[src/rtl/uart_pkg.sv]
// Shared UART definitions: FSM state encoding and default framing constants.
// Latency: n/a (types and constants only).
// Backpressure: n/a.
package uart_pkg;

    typedef enum logic [1:0] {
        IDLE,
        START,
        DATA,
        STOP
    } uart_state_t;

    localparam int DEF_DBIT    = 8;   // data bits per character
    localparam int DEF_SB_TICK = 16;  // oversampling ticks spent in the stop bit
    localparam int OVS         = 16;  // oversampling ticks per bit
    localparam int START_MID   = 7;   // tick index of mid start bit

endpackage

[src/rtl/uart_rx_sync.sv]
// Two-flop synchronizer for an idle-high async input plus a falling-edge detector.
// Latency: 2 clk to o_sync, o_fall valid in the same cycle as the new o_sync.
// Backpressure: none; free-running.
module rx_sync (
    input  logic i_clk,
    input  logic i_reset,
    input  logic i_async,
    output logic o_sync,
    output logic o_fall
);

    logic r_meta;
    logic r_sync;
    logic r_prev;

    // Resynchronize the line; everything resets to the idle (high) level.
    always_ff @(posedge i_clk or posedge i_reset) begin
        if (i_reset) begin
            r_meta <= 1'b1;
            r_sync <= 1'b1;
            r_prev <= 1'b1;
        end else begin
            r_meta <= i_async;
            r_sync <= r_meta;
            r_prev <= r_sync;
        end
    end

    assign o_sync = r_sync;
    assign o_fall = r_prev & ~r_sync;

endmodule

[src/rtl/uart_rx.sv]
// 16x-oversampling UART receiver: start, DBIT data bits LSB first, stop bit.
// Latency: o_rx_done_tick one clk after the s_tick that completes the stop period.
// Backpressure: none; an unread character is overwritten by the next one.
module uart_rx
    import uart_pkg::*;
#(
    parameter int DBIT    = DEF_DBIT,
    parameter int SB_TICK = DEF_SB_TICK
) (
    input  logic            i_clk,
    input  logic            i_reset,
    input  logic            i_s_tick,
    input  logic            i_rx,
    output logic [DBIT-1:0] o_dout,
    output logic            o_rx_done_tick,
    output logic            o_frame_err
);

    logic            w_rx;
    logic            w_fall;

    uart_state_t     r_state, w_state_nxt;
    logic [4:0]      r_s,     w_s_nxt;
    logic [2:0]      r_n,     w_n_nxt;
    logic [DBIT-1:0] r_b,     w_b_nxt;
    logic [DBIT-1:0] r_dout,  w_dout_nxt;
    logic            r_ferr,  w_ferr_nxt;
    logic            r_done,  w_done_nxt;

    rx_sync u_sync (
        .i_clk   (i_clk),
        .i_reset (i_reset),
        .i_async (i_rx),
        .o_sync  (w_rx),
        .o_fall  (w_fall)
    );

    // State, counters and output registers; reset aborts any frame in flight.
    always_ff @(posedge i_clk or posedge i_reset) begin
        if (i_reset) begin
            r_state <= IDLE;
            r_s     <= '0;
            r_n     <= '0;
            r_b     <= '0;
            r_dout  <= '0;
            r_ferr  <= 1'b0;
            r_done  <= 1'b0;
        end else begin
            r_state <= w_state_nxt;
            r_s     <= w_s_nxt;
            r_n     <= w_n_nxt;
            r_b     <= w_b_nxt;
            r_dout  <= w_dout_nxt;
            r_ferr  <= w_ferr_nxt;
            r_done  <= w_done_nxt;
        end
    end

    // Deframing FSM: ticks are ignored in IDLE, so a tick coinciding with the edge is not counted.
    always_comb begin
        w_state_nxt = r_state;
        w_s_nxt     = r_s;
        w_n_nxt     = r_n;
        w_b_nxt     = r_b;
        w_dout_nxt  = r_dout;
        w_ferr_nxt  = r_ferr;
        w_done_nxt  = 1'b0;
        case (r_state)
            IDLE: begin
                if (w_fall) begin
                    w_s_nxt     = '0;
                    w_state_nxt = START;
                end
            end
            START: begin
                if (i_s_tick) begin
                    if (r_s == 5'(START_MID)) begin
                        if (!w_rx) begin
                            w_s_nxt     = '0;
                            w_n_nxt     = '0;
                            w_state_nxt = DATA;
                        end else begin
                            w_state_nxt = IDLE;  // glitch, not a real start bit
                        end
                    end else begin
                        w_s_nxt = r_s + 5'd1;
                    end
                end
            end
            DATA: begin
                if (i_s_tick) begin
                    if (r_s == 5'(OVS - 1)) begin
                        w_s_nxt = '0;
                        w_b_nxt = {w_rx, r_b[DBIT-1:1]};
                        if (r_n == 3'(DBIT - 1)) begin
                            w_state_nxt = STOP;
                        end else begin
                            w_n_nxt = r_n + 3'd1;
                        end
                    end else begin
                        w_s_nxt = r_s + 5'd1;
                    end
                end
            end
            STOP: begin
                if (i_s_tick) begin
                    if (r_s == 5'(SB_TICK - 1)) begin
                        w_dout_nxt  = r_b;
                        w_ferr_nxt  = ~w_rx;
                        w_done_nxt  = 1'b1;
                        w_state_nxt = IDLE;
                    end else begin
                        w_s_nxt = r_s + 5'd1;
                    end
                end
            end
            default: w_state_nxt = IDLE;
        endcase
    end

    assign o_dout         = r_dout;
    assign o_frame_err    = r_ferr;
    assign o_rx_done_tick = r_done;

endmodule

[config.mk]
export PLATFORM = sky130hd
export DESIGN_NAME = uart_rx
export DESIGN_NICKNAME = d
export VERILOG_FILES = /design/src/rtl/uart_pkg.sv /design/src/rtl/uart_rx_sync.sv /design/src/rtl/uart_rx.sv
export SDC_FILE = /design/constraint.sdc
export NUM_CORES = 1
export LEC_CHECK = 0
export ABC_AREA = 1
export ABC_CLOCK_PERIOD_IN_PS = 2500
export BUFFER_PORTS_ARGS = -buffer_cell sky130_fd_sc_hd__buf_2
export CAP_MARGIN = 30
export CORE_ASPECT_RATIO = 1.2
export CORE_UTILIZATION = 55
export CTS_CLUSTER_DIAMETER = 120
export DETAILED_ROUTE_END_ITERATION = 8
export PLACE_DENSITY_LB_ADDON = 0.15
export SLEW_MARGIN = 20
export SYNTH_ARGS = -nofsm -noshare
export SYNTH_HDL_FRONTEND = slang
export SYNTH_SLANG_ARGS = --single-unit
[constraint.sdc]
create_clock -name i_clk -period 2.5 [get_ports i_clk]
set_input_delay 0.25 -clock i_clk [delete_from_list [all_inputs] [get_ports i_clk]]
set_output_delay 0.25 -clock i_clk [all_outputs]
set_load 0.005 [all_outputs]
After elaboration in Yosys (flattened, before gate mapping)
Cells that the tools add are included.

word-level totals
  register bits after elaboration = 31
  word-level logic and storage cells = 68

operators by class
  $add $sub $neg = 2
  equal/unequal tests = 18
  mux-type cells = 29
  bitwise gates (word level) = 2
  reduce and logical (&&, ||, !) cells = 7

operators with widths
  kind                                                   count
  2-to-1 mux 5 bit                                       8
  inequality test 2 bit, second input constant           10
  case mux 5 bit (4 select lines)                        1
  2-to-1 mux 2 bit                                       9
  2-to-1 mux 3 bit                                       6
  case mux 2 bit (4 select lines)                        1
  AND reduction 8 bit                                    1
  AND reduction 7 bit                                    1
  case mux 3 bit (2 select lines)                        1
  AND reduction 3 bit                                    2
  AND reduction 6 bit                                    1
  adder 5 x 1 -> 5 bit, second input constant            1
  equality test 5 x 3 -> 1 bit, second input constant    1
  equality test 5 x 4 -> 1 bit, second input constant    1
  equality test 2 bit, second input constant             2
  adder 3 x 1 -> 3 bit, second input constant            1
  equality test 3 bit, second input constant             1
  2-to-1 mux 1 bit                                       3
  inequality test 3 bit, second input constant           1
  equality test 2 x 1 -> 1 bit, second input constant    1
  zero test 2 bit                                        1
  inequality test 2 x 1 -> 1 bit, second input constant  1
  nonzero test 2 bit                                     1
  bitwise AND 1 bit                                      1
  NOT 1 bit                                              1

Logic depth before layout (Yosys ltp)
Gate-level depths: netlist of the first run.

  depth after elaboration = 5
  mapped depth = 10
  depth with buffers taken out = 10

Hierarchy
Synthesis of the first run repeated with hierarchy kept, for this count alone.

second synthesis, totals
  cells, all modules = 176
  area, all modules = 1,595.3 um^2

modules (own cells, without submodules)
  module   times used  cells an instance  area each (um^2)  seq. area each (um^2)
  uart_rx  1           170                1,502.7           700.7
  rx_sync  1           6                  92.6              78.8

Worst setup path before layout of the first run
No wires, ideal clock.

  path kind = register to register
  start = reg r_s[0]
  end = reg r_ferr, in the netlist o_frame_err
  setup time = 117 ps
  arrival time = 1,265 ps
  slack = 1,118 ps
  cell stages (with the launch flop) = 8
  clock period less this slack = 1,382 ps
  cells stage by stage = dfrtp_1 ha_1 nand3_2 nor2_4 nand3_4 buf_6 nand2_2 o21ai_2

between the ends
  word-level cells in the longest chain between the ends = 2

RTL lines
  item                           RTL line        text
  from (decl)                    uart_rx.sv:23   logic [4:0] r_s, w_s_nxt;
  from (signal assigned)         uart_rx.sv:50   r_s <= w_s_nxt;
  equality test 5 x 4 -> 1 bit   uart_rx.sv:107  if (r_s == 5'(SB_TICK - 1)) begin
  AND reduction 3 bit (no line)  --
  to (signal assigned)           uart_rx.sv:54   r_ferr <= w_ferr_nxt;
  to (decl)                      uart_rx.sv:27   logic r_ferr, w_ferr_nxt;

Every way passes these cells.
A chain may end at the register's enable or synchronous reset.

Worst setup path in the final report of the first run
  start = reg r_s[1]
  end = reg r_n[0]

between the ends
  word-level cells in the longest chain between the ends = 3
  elaborated cells on any way between the ends = 5

RTL lines
  item                                                                          RTL line                      text
  equality test 5 x 4 -> 1 bit or equality test 5 x 3 -> 1 bit (tied branches)  uart_rx.sv:92, uart_rx.sv:77
  inequality test 2 bit (no line)                                               --
  AND reduction 7 bit (no line) *                                               --
  to (signal assigned)                                                          uart_rx.sv:51                 r_n <= w_n_nxt;
  to (decl)                                                                     uart_rx.sv:24                 logic [2:0] r_n, w_n_nxt;

Mark *: on every way between the ends. The rest lies on a longest branch, timed or not.

==> qor.yml, run 1 <==
run_status:
  status: "finished clean"
worst_hold_path:
  hp-start: "u_sync.r_meta"
  hold_path_depth: 0
  min_to: "u_sync.o_sync"
  hold_path_class: "register to register"
sta:
  setup_tns_ns: 0
  clock_skew_ns: 0.01299
  period_needed_ns: 1.566
  slew_headroom_pct: 77.17
  min_period_over_period_pct: 62.64
  setup_viol: 0
  max_freq_mhz: 638.6
  drv_slew: 0
  tightest_slew_ns: 0.3421
  hold_viol_final: 0
  rsz0062_at_grt: "false"
yosys:
  synth.avg_cell_area_um2: 8.403
  syn-num-nets: 198
  synthCells: 190
  synth.distinct_cells: 15
  ys_seq_area_share_pct: 48.82
  yosys_warnings: 0
  ys_ff_latch: 31
  syn-cell-area_mm2: 0.001597
floorplan:
  fp.coreArea_mm2: 0.002785
  ioPinCount: 14
  dieArea_mm2: 0.003123
  die-height_um: 61.02
  start_util_pct: 57.32
  rows: 21
  die_w_um: 51.19
worst_setup_path:
  r2r-start: "r_s[1]"
  r2r_end: "r_n[0]"
  crit_path_start_kind: "register"
  regToRegSetupSlack_ns: 0.93
  worst-path-max-fanout: 4
  worstPathArrival_ns: 1.80
  cp.required_ns: 2.73
  ff2ff_path_depth: 6
  cp-end-kind: "register"
  criticalPathCategory: "register to register"
detailed_routing:
  vias: 1317
  first_iter_violations: 51
  first_pass_iters: 4
  viasPerCell: 5.354
  drt-total-wl_mm: 3.028
  ant_nets: 0
  wl_per_cell_um: 12.31
  drc_errors: 0
layout:
  seq_area_um2: 779.5
  fill_cells: 230
  antenna_cells: 0
  final_cell_mix: "65 x nand2_1, 28 x dfrtp_1, 26 x inv_1, 17 x o21ai_2, 17 x nor2_1"
  final_cells: 246
  nNetsFinal: 219
  layout-drive-gt1-share_pct: 22.64
  multi_input_area_um2: 696.9
  syn_to_final_growth_pct: 12.46
  final_common_cell: "nand2_1"
placed_design:
  io_buffers: 13
  dp.cells: 236
  hpwl_mm: 2.220
  place_congestion: 0.9541
global_route:
  grt_max_degree: 24
  track_usage_pct: 23.13
  grt_pass1_wl_mm: 5.188
  grt_pass1_vias: 1250
  grt_overflow: 0
  antenna_found_initial: 0
power:
  p_per_area_mw_per_mm2: 811.3
  internal_power_uw: 924.4
  pwr-share-clk_pct: 28.2
  swShare_pct: 36.54
  power_frac_seq_pct: 42.0
  p_comb_share_pct: 29.8
  p_leak_nw: 0.9582
  vdd_drop_max_uv: 557.7
  p_switching_uw: 532.3
clock_network:
  insertion_delay_ns: 0.33
  path_clk_slew_ns: 0.10
  cts_setup_buffers: 0
  tritoncts: "yes"
  cts.path.max_buffers: 2
  numClockSinks: 31
  cts_root_buf: "clkbuf_4"
  numCtsBuffers: 5
  cts_resized: 0
  h-tree-depth: 2
run:
  drv_cap: 0
cells in the mapped netlist (all sizes together):
cell type  number  area, um^2
buf             2       22.52
dfrtp          28       700.7
dfstp           3       78.83
ha              4       50.05
inv            26       97.59
nand2          67       256.5
nand3          15       105.1
nand4           9       56.30
nor2           18       75.07
o21ai          18       153.9
cells by family (layout without fill, tap and decap cells):
group	Yosys count	in the layout	synth area share, %
adder cells (fa/ha/maj)	4	4	3.135
buffers and inverters	28	50	7.523
AND/OR/NAND/NOR	109	109	30.88
AO/OA/AOI/OAI	18	18	9.639
flip-flops	31	31	48.82
power by group through the flow:
stage	Sequential (mW)	Combinational, mW	Clock (mW)
after detailed placement	0.619	0.427	0
final	0.612	0.434	0.411
after global routing	0.622	0.502	0.443
after global placement	0.615	0.408	0
after CTS	0.609	0.430	0.420
after floorplan	0.607	0.341	0
sequential cells by signal, summed over array words and instances (netlist names), named ones only:
name and count:
r_s 5, u_sync.o_sync 1, o_rx_done_tick 1, r_n 3, u_sync.r_prev 1, r_state 1
r_b 8, o_dout 8, o_frame_err 1, u_sync.r_meta 1
through the flow:
step | setup WS, ns | power [mW] | util (%) | hold slack [ns] | instance area [um^2]
2_1_floorplan | 1.118 | 0.9478 | - | 0.2545 | 1597
3_3_place_gp | 1.029 | 1.023 | 60.65 | 0.2152 | 1689
3_5_place_dp | 0.9720 | 1.046 | 60.65 | 0.2304 | 1689
4_1_cts | 0.9609 | 1.460 | 64.47 | 0.3688 | 1795
5_1_grt | 0.7957 | 1.566 | 64.47 | 0.3705 | 1795
6_report | 0.9340 | 1.457 | 64.47 | 0.3707 | 1795
worst max-delay path by stage:
stage / from / end / slack [ns] / cells past startpoint
6_report: r_s[1] / r_n[0] / 0.93 / 6
5_1_grt: r_s[0] / r_n[0] / 0.80 / 8
4_1_cts: r_s[0] / o_dout[3] / 0.96 / 6
3_5_place_dp: r_s[0] / o_dout[3] / 0.97 / 6
3_3_place_gp: r_s[0] / r_n[1] / 1.03 / 6
2_1_floorplan: r_s[0] / o_frame_err / 1.12 / 7
cell type report:
| cell class | count | area share, % |
|---|---|---|
| Sequential cell | 31 | 43.41 |
| Multi-Input combinational cell | 131 | 38.82 |
| Inverter | 26 | 5.436 |
| Timing Repair Buffer | 16 | 5.157 |
| Clock buffer | 6 | 2.857 |
| Tap cell | 34 | 2.369 |
| Clock inverter | 2 | 1.951 |
layer usage:
layer / wire, um / vias up / GRT usage, %
met1: 1291 / 627 / 23.90
met4: 57 / 0 / 10.71
met2: 1596 / 37 / 43.80
li1: - / 647 / -
met3: 83 / 6 / 5.926
met5: 0 / - / 0
what timing repair did:
| action | CTS | global route |
|---|---|---|
| endpoints found under the hold margin | 8 | 0 |
| endpoints found under the setup margin | 0 | 0 |
| hold buffers | 2 | 0 |
critical path, stage by stage (launching register included):
cell     delay (ns)
dfrtp_1        0.41
ha_1           0.26
nand4_1        0.25
o21ai_2        0.26
nand3_1        0.16
nand2_1        0.09
nand2_1        0.04
Power figures use the tool's default switching activity.
==> run 2: changes to the inputs <==
ABC_CLOCK_PERIOD_IN_PS = 1460   (was 2500)
clock period = 1.46 ns   (was 2.5 ns; I/O delays follow)
==> qor.yml, run 2 (synthesized netlist as in run 1, its figures left out) <==
clock_network:
  numClockSinks: 31
  numCtsBuffers: 5
  path_clk_slew_ns: 0.10
  insertion_delay_ns: 0.33
  tritoncts: "yes"
  cts_root_buf: "clkbuf_4"
  cts.path.max_buffers: 2
  h-tree-depth: 2
detailed_routing:
  drt-total-wl_mm: 3.067
  first_pass_iters: 4
  wl_per_cell_um: 12.17
  first_iter_violations: 50
  vias: 1329
  ant_nets: 0
  viasPerCell: 5.274
  drc_errors: 0
run:
  drv_cap: 0
worst_setup_path:
  cp-end-kind: "register"
  crit_path_start_kind: "register"
  cpMostUsedCell: "nand4_1"
  critical-path-slowest-cell: "dfrtp_1"
  critPathLaunch: "r_s[1]"
  criticalPathCategory: "register to register"
  r2r_end: "r_n[0]"
  worstPathArrival_ns: 1.71
  ff2ff_path_depth: 6
  endpoint: "r_n[0]"
  cp.required_ns: 1.73
  slowest_delay_ns: 0.41
  regToRegSetupSlack_ns: 0.02
  worst-path-max-fanout: 4
  r2r-start: "r_s[1]"
  path_cells: "ha_4 > nand4_1 > o21ai_2 > buf_4 > nand4_1 > nand2_1"
sta:
  max_freq_mhz: 692.2
  setup_ws_ns: 0.01527
  rsz0062_at_grt: "true"
  setup_tns_ns: 0
  setup_viol: 0
  period_needed_ns: 1.445
  tightest_slew_ns: 0.3791
  hold_viol_final: 0
  slew_headroom_pct: 74.73
  min_period_over_period_pct: 98.95
  clock_skew_ns: 0.008131
  drv_slew: 0
layout:
  final_cell_area_mm2: 0.001878
  syn_to_final_growth_pct: 17.63
  utilization_pct: 67.43
  layout-drive-gt1-share_pct: 30.28
  antenna_cells: 0
  final_common_cell: "nand2_1"
  fill_cells: 235
  nNetsFinal: 225
  final_cell_mix: "60 x nand2_1, 28 x dfrtp_1, 25 x inv_1, 18 x o21ai_2, 14 x nor2_1"
floorplan:
  die-height_um: 61.02
  ioPinCount: 14
  die_w_um: 51.19
  fp.coreArea_mm2: 0.002785
  rows: 21
  dieArea_mm2: 0.003123
  start_util_pct: 57.32
global_route:
  track_usage_pct: 22.29
  grt_pass1_vias: 1291
  antenna_found_initial: 0
  grt_overflow: 0
  grt_pass1_wl_mm: 5.030
  grt_max_degree: 32
placed_design:
  place_ws_ns: -0.01006
  placed_area_mm2: 0.001727
  place_congestion: 0.9236
  hpwl_mm: 2.161
  io_buffers: 13
worst_hold_path:
  hold_path_depth: 3
  hp-start: "i_s_tick"
  hold_path_class: "primary input to register"
power:
  vdd_drop_max_uv: 1193
  p_per_area_mw_per_mm2: 1331
  p_leak_nw: 0.9787
run_status:
  status: "finished clean"
-- run 2: changes by cell type in the layout (fill, tap and decap cells not counted), sizes merged --
cell / previous run / this run
bufinv: 1 / 0
clkbuf: 6 / 7
buf: 14 / 20
-- run 2: per-layer routing --
layer	vias up	part of all wire (%)	track usage (%)	wire [um]
li1	660	-	-	-
met1	626	41	21.89	1264
met2	33	52	42.29	1610
met3	10	3.6	5.432	110
met4	0	2.7	13.49	82
met5	-	0	0	0
-- run 2: final cells by class --
class / instances / area [um^2] / area share [%]
clock buffers: 7 / 55.05 / 2.931
clock inverters: 1 / 5.005 / 0.2665
inverters: 26 / 97.59 / 5.197
well taps: 34 / 42.54 / 2.265
flip-flops and latches: 31 / 779.5 / 41.51
multi-input cells: 131 / 748.2 / 39.84
repair buffers: 22 / 150.1 / 7.995
-- run 2: metrics by stage --
stage / power, mW / hold slack [ns] / instances
final: 2.499 / 0.2561 / 252
after global routing: 2.689 / 0.2487 / 252
after CTS: 2.421 / 0.2679 / 252
after detailed placement: 1.880 / 0.2416 / 241
after global placement: 1.829 / 0.2346 / 241
after floorplan: 1.623 / 0.1505 / 190
-- run 2: how the worst min path moves through the flow --
stage / slack [ns] / endpoint
detailed placement: 0.24 / o_dout[7]
floorplan: 0.15 / u_sync.r_meta
global route: 0.25 / r_b[7]
CTS: 0.27 / r_b[7]
global placement: 0.23 / o_frame_err
finish: 0.26 / r_b[7]
-- run 2: repair_timing --
| item | in CTS | in global routing |
|---|---|---|
| hold buffers | 2 | 0 |
| gates resized for setup | 1 | 14 |
| hold endpoints to repair | 29 | 0 |
| pin swaps | 0 | 5 |
| setup buffers | 1 | 0 |
| endpoints found under the setup margin | 12 | 25 |
-- run 2: where the power goes --
part           internal (mW)  switching (mW)  total (mW)
combinational          0.342           0.580       0.923
sequential             0.945           0.111        1.06
clock                  0.233           0.288       0.521
total                   1.52           0.979        2.50
-- run 2: worst max-delay path, delay by kind of cell (launching register included) --
kind	cells	cell delay [ns]
AOI/OAI and AO/OA	1	0.25
adders and majority gates	1	0.19
buffers and inverters	1	0.15
DFF	1	0.41
and+or+nand+nor	3	0.39
==> run 3: changes to the inputs <==
CORE_MARGIN = 10   (was default)
==> qor.yml, run 3 (synthesized netlist as in run 1, its figures left out) <==
run_status:
  status: "finished clean"
worst_setup_path:
  crit_family: "simple AND/OR/NAND/NOR gates"
  slowest_delay_ns: 0.41
  cp.required_ns: 1.69
  path_cells: "ha_4 > nand3_4 > nor2_4 > buf_4 > nand3_4 > nand2_1 > nand2_1"
  crit_path_start_kind: "register"
  path_buf_inv: 1
  worstPathArrival_ns: 1.66
  cp-end-kind: "register"
  critical-path-slowest-cell: "dfrtp_1"
  criticalPathCategory: "register to register"
  worst-path-max-fanout: 9
detailed_routing:
  vias: 1389
  topRoutingLayerUsed: "met4"
  wl_met3_um: 234
  first_iter_violations: 113
  met1_length_mm: 1.382
  ant_nets: 0
  first_pass_iters: 5
  wl_per_cell_um: 13.86
  viasPerCell: 5.363
  drc_errors: 0
  drt-total-wl_mm: 3.589
  route.met2.wl_mm: 1.883
layout:
  layout-drive-gt1-share_pct: 37.78
  syn_to_final_growth_pct: 24.84
  final_common_cell: "nand2_1"
  nNetsFinal: 232
  final_cell_mix: "53 x nand2_1, 26 x dfrtp_1, 23 x inv_1, 18 x o21ai_2"
  antenna_cells: 0
  fill_cells: 204
  final_cell_area_mm2: 0.001993
global_route:
  grt_pass1_vias: 1362
  antenna_found_initial: 0
  grt_pass1_wl_mm: 5.713
  track_usage_pct: 12.57
  grt_max_degree: 32
  grt_overflow: 0
sta:
  setup_viol: 0
  hold_viol_final: 0
  drv_slew: 0
  tightest_slew_ns: 0.3863
  rsz0062_at_grt: "true"
  period_needed_ns: 1.427
  slew_headroom_pct: 74.25
  max_freq_mhz: 700.7
  clock_skew_ns: 0.009236
  min_period_over_period_pct: 97.75
clock_network:
  insertion_delay_ns: 0.33
  cts_root_buf: "clkbuf_4"
  cts.path.max_buffers: 2
  path_clk_slew_ns: 0.10
  tritoncts: "yes"
  h-tree-depth: 2
  numClockSinks: 31
  numCtsBuffers: 5
placed_design:
  placed_area_mm2: 0.001719
  place_congestion: 0.8753
  io_buffers: 13
  hpwl_mm: 2.351
worst_hold_path:
  hold_path_class: "primary input to register"
power:
  p_leak_nw: 1.005
  finalPower_mw: 2.752
  vdd_drop_max_uv: 900.7
  p_per_area_mw_per_mm2: 1380
floorplan:
  dieArea_mm2: 0.005467
  die_w_um: 69.19
  rows: 21
  ioPinCount: 14
  die-height_um: 79.02
  fp.coreArea_mm2: 0.002785
  start_util_pct: 57.32
run:
  drv_cap: 0
## run 3: cell count changes in the layout (fill, tap and decap cells not counted), sizes merged
cell / delta
clkbuf: -1
buf: +5
nand3: +2
bufinv: +1
inv: -1
clkinvlp: +1
## run 3: stage by stage
stage	std cells	worst slack (ns)	utilization [%]	setup TNS, ns	hold WS, ns
final	259	0.03287	71.56	0	0.2705
after detailed placement	240	-0.03230	61.73	-0.1360	0.2461
after global routing	259	-0.05779	71.56	-0.6785	0.2697
after CTS	251	-0.007423	66.08	-0.007423	0.2321
after global placement	240	0.02563	61.73	0	0.2341
after floorplan	190	0.07780	-	0	0.1505
## run 3: worst reg2reg max path, delay by kind of cell, from the launching register on
| kind | cells | cell delay [ns] |
|---|---|---|
| adder cells (fa/ha/maj) | 1 | 0.18 |
| buffers and inverters | 1 | 0.15 |
| flip-flops | 1 | 0.41 |
| AND/OR/NAND/NOR | 5 | 0.58 |
## run 3: power breakdown
part	switching [mW]	total [mW]	internal (mW)
Clock	0.303	0.708	0.405
Sequential	0.119	1.07	0.950
Combinational	0.623	0.975	0.352
## run 3: cell type report
class / instances / area, um^2 / share of cell area (%)
multi-input cells: 133 / 805.8 / 40.43
clock inverters: 2 / 35.03 / 1.758
well taps: 34 / 42.54 / 2.134
clock buffers: 6 / 51.30 / 2.574
flip-flops and latches: 31 / 782.0 / 39.23
repair buffers: 27 / 175.2 / 8.788
inverters: 26 / 101.3 / 5.085
## run 3: worst paths after layout
| check | startpoint | to | slack [ns] | cells past startpoint |
|---|---|---|---|---|
| min | i_s_tick | r_b[7] | 0.27 | 3 |
| max | r_s[1] | o_dout[0] | 0.03 | 7 |
| max reg2reg | r_s[1] | o_dout[0] | 0.03 | 7 |
| min in group asynchronous | i_reset | o_frame_err | 0.44 | 4 |
| max in group asynchronous | i_reset | u_sync.o_sync | 0.71 | 4 |
| min reg2reg | u_sync.r_meta | u_sync.o_sync | 0.37 | 0 |
## run 3: timing repair
item                                    in CTS  in global routing
cloned                                       0                  2
endpoints found under the setup margin      16                 28
buffers inserted                             1                  6
hold endpoints to repair                    29                  0
pin swaps                                    3                  9
hold buffers                                 2                  0
gates resized for setup                      3                 26
## run 3: routing by layer
metal	up-vias	track usage, %
li1	676	-
met1	655	11.83
met2	46	23.08
met3	12	4.726
met4	0	6.855
met5	-	0
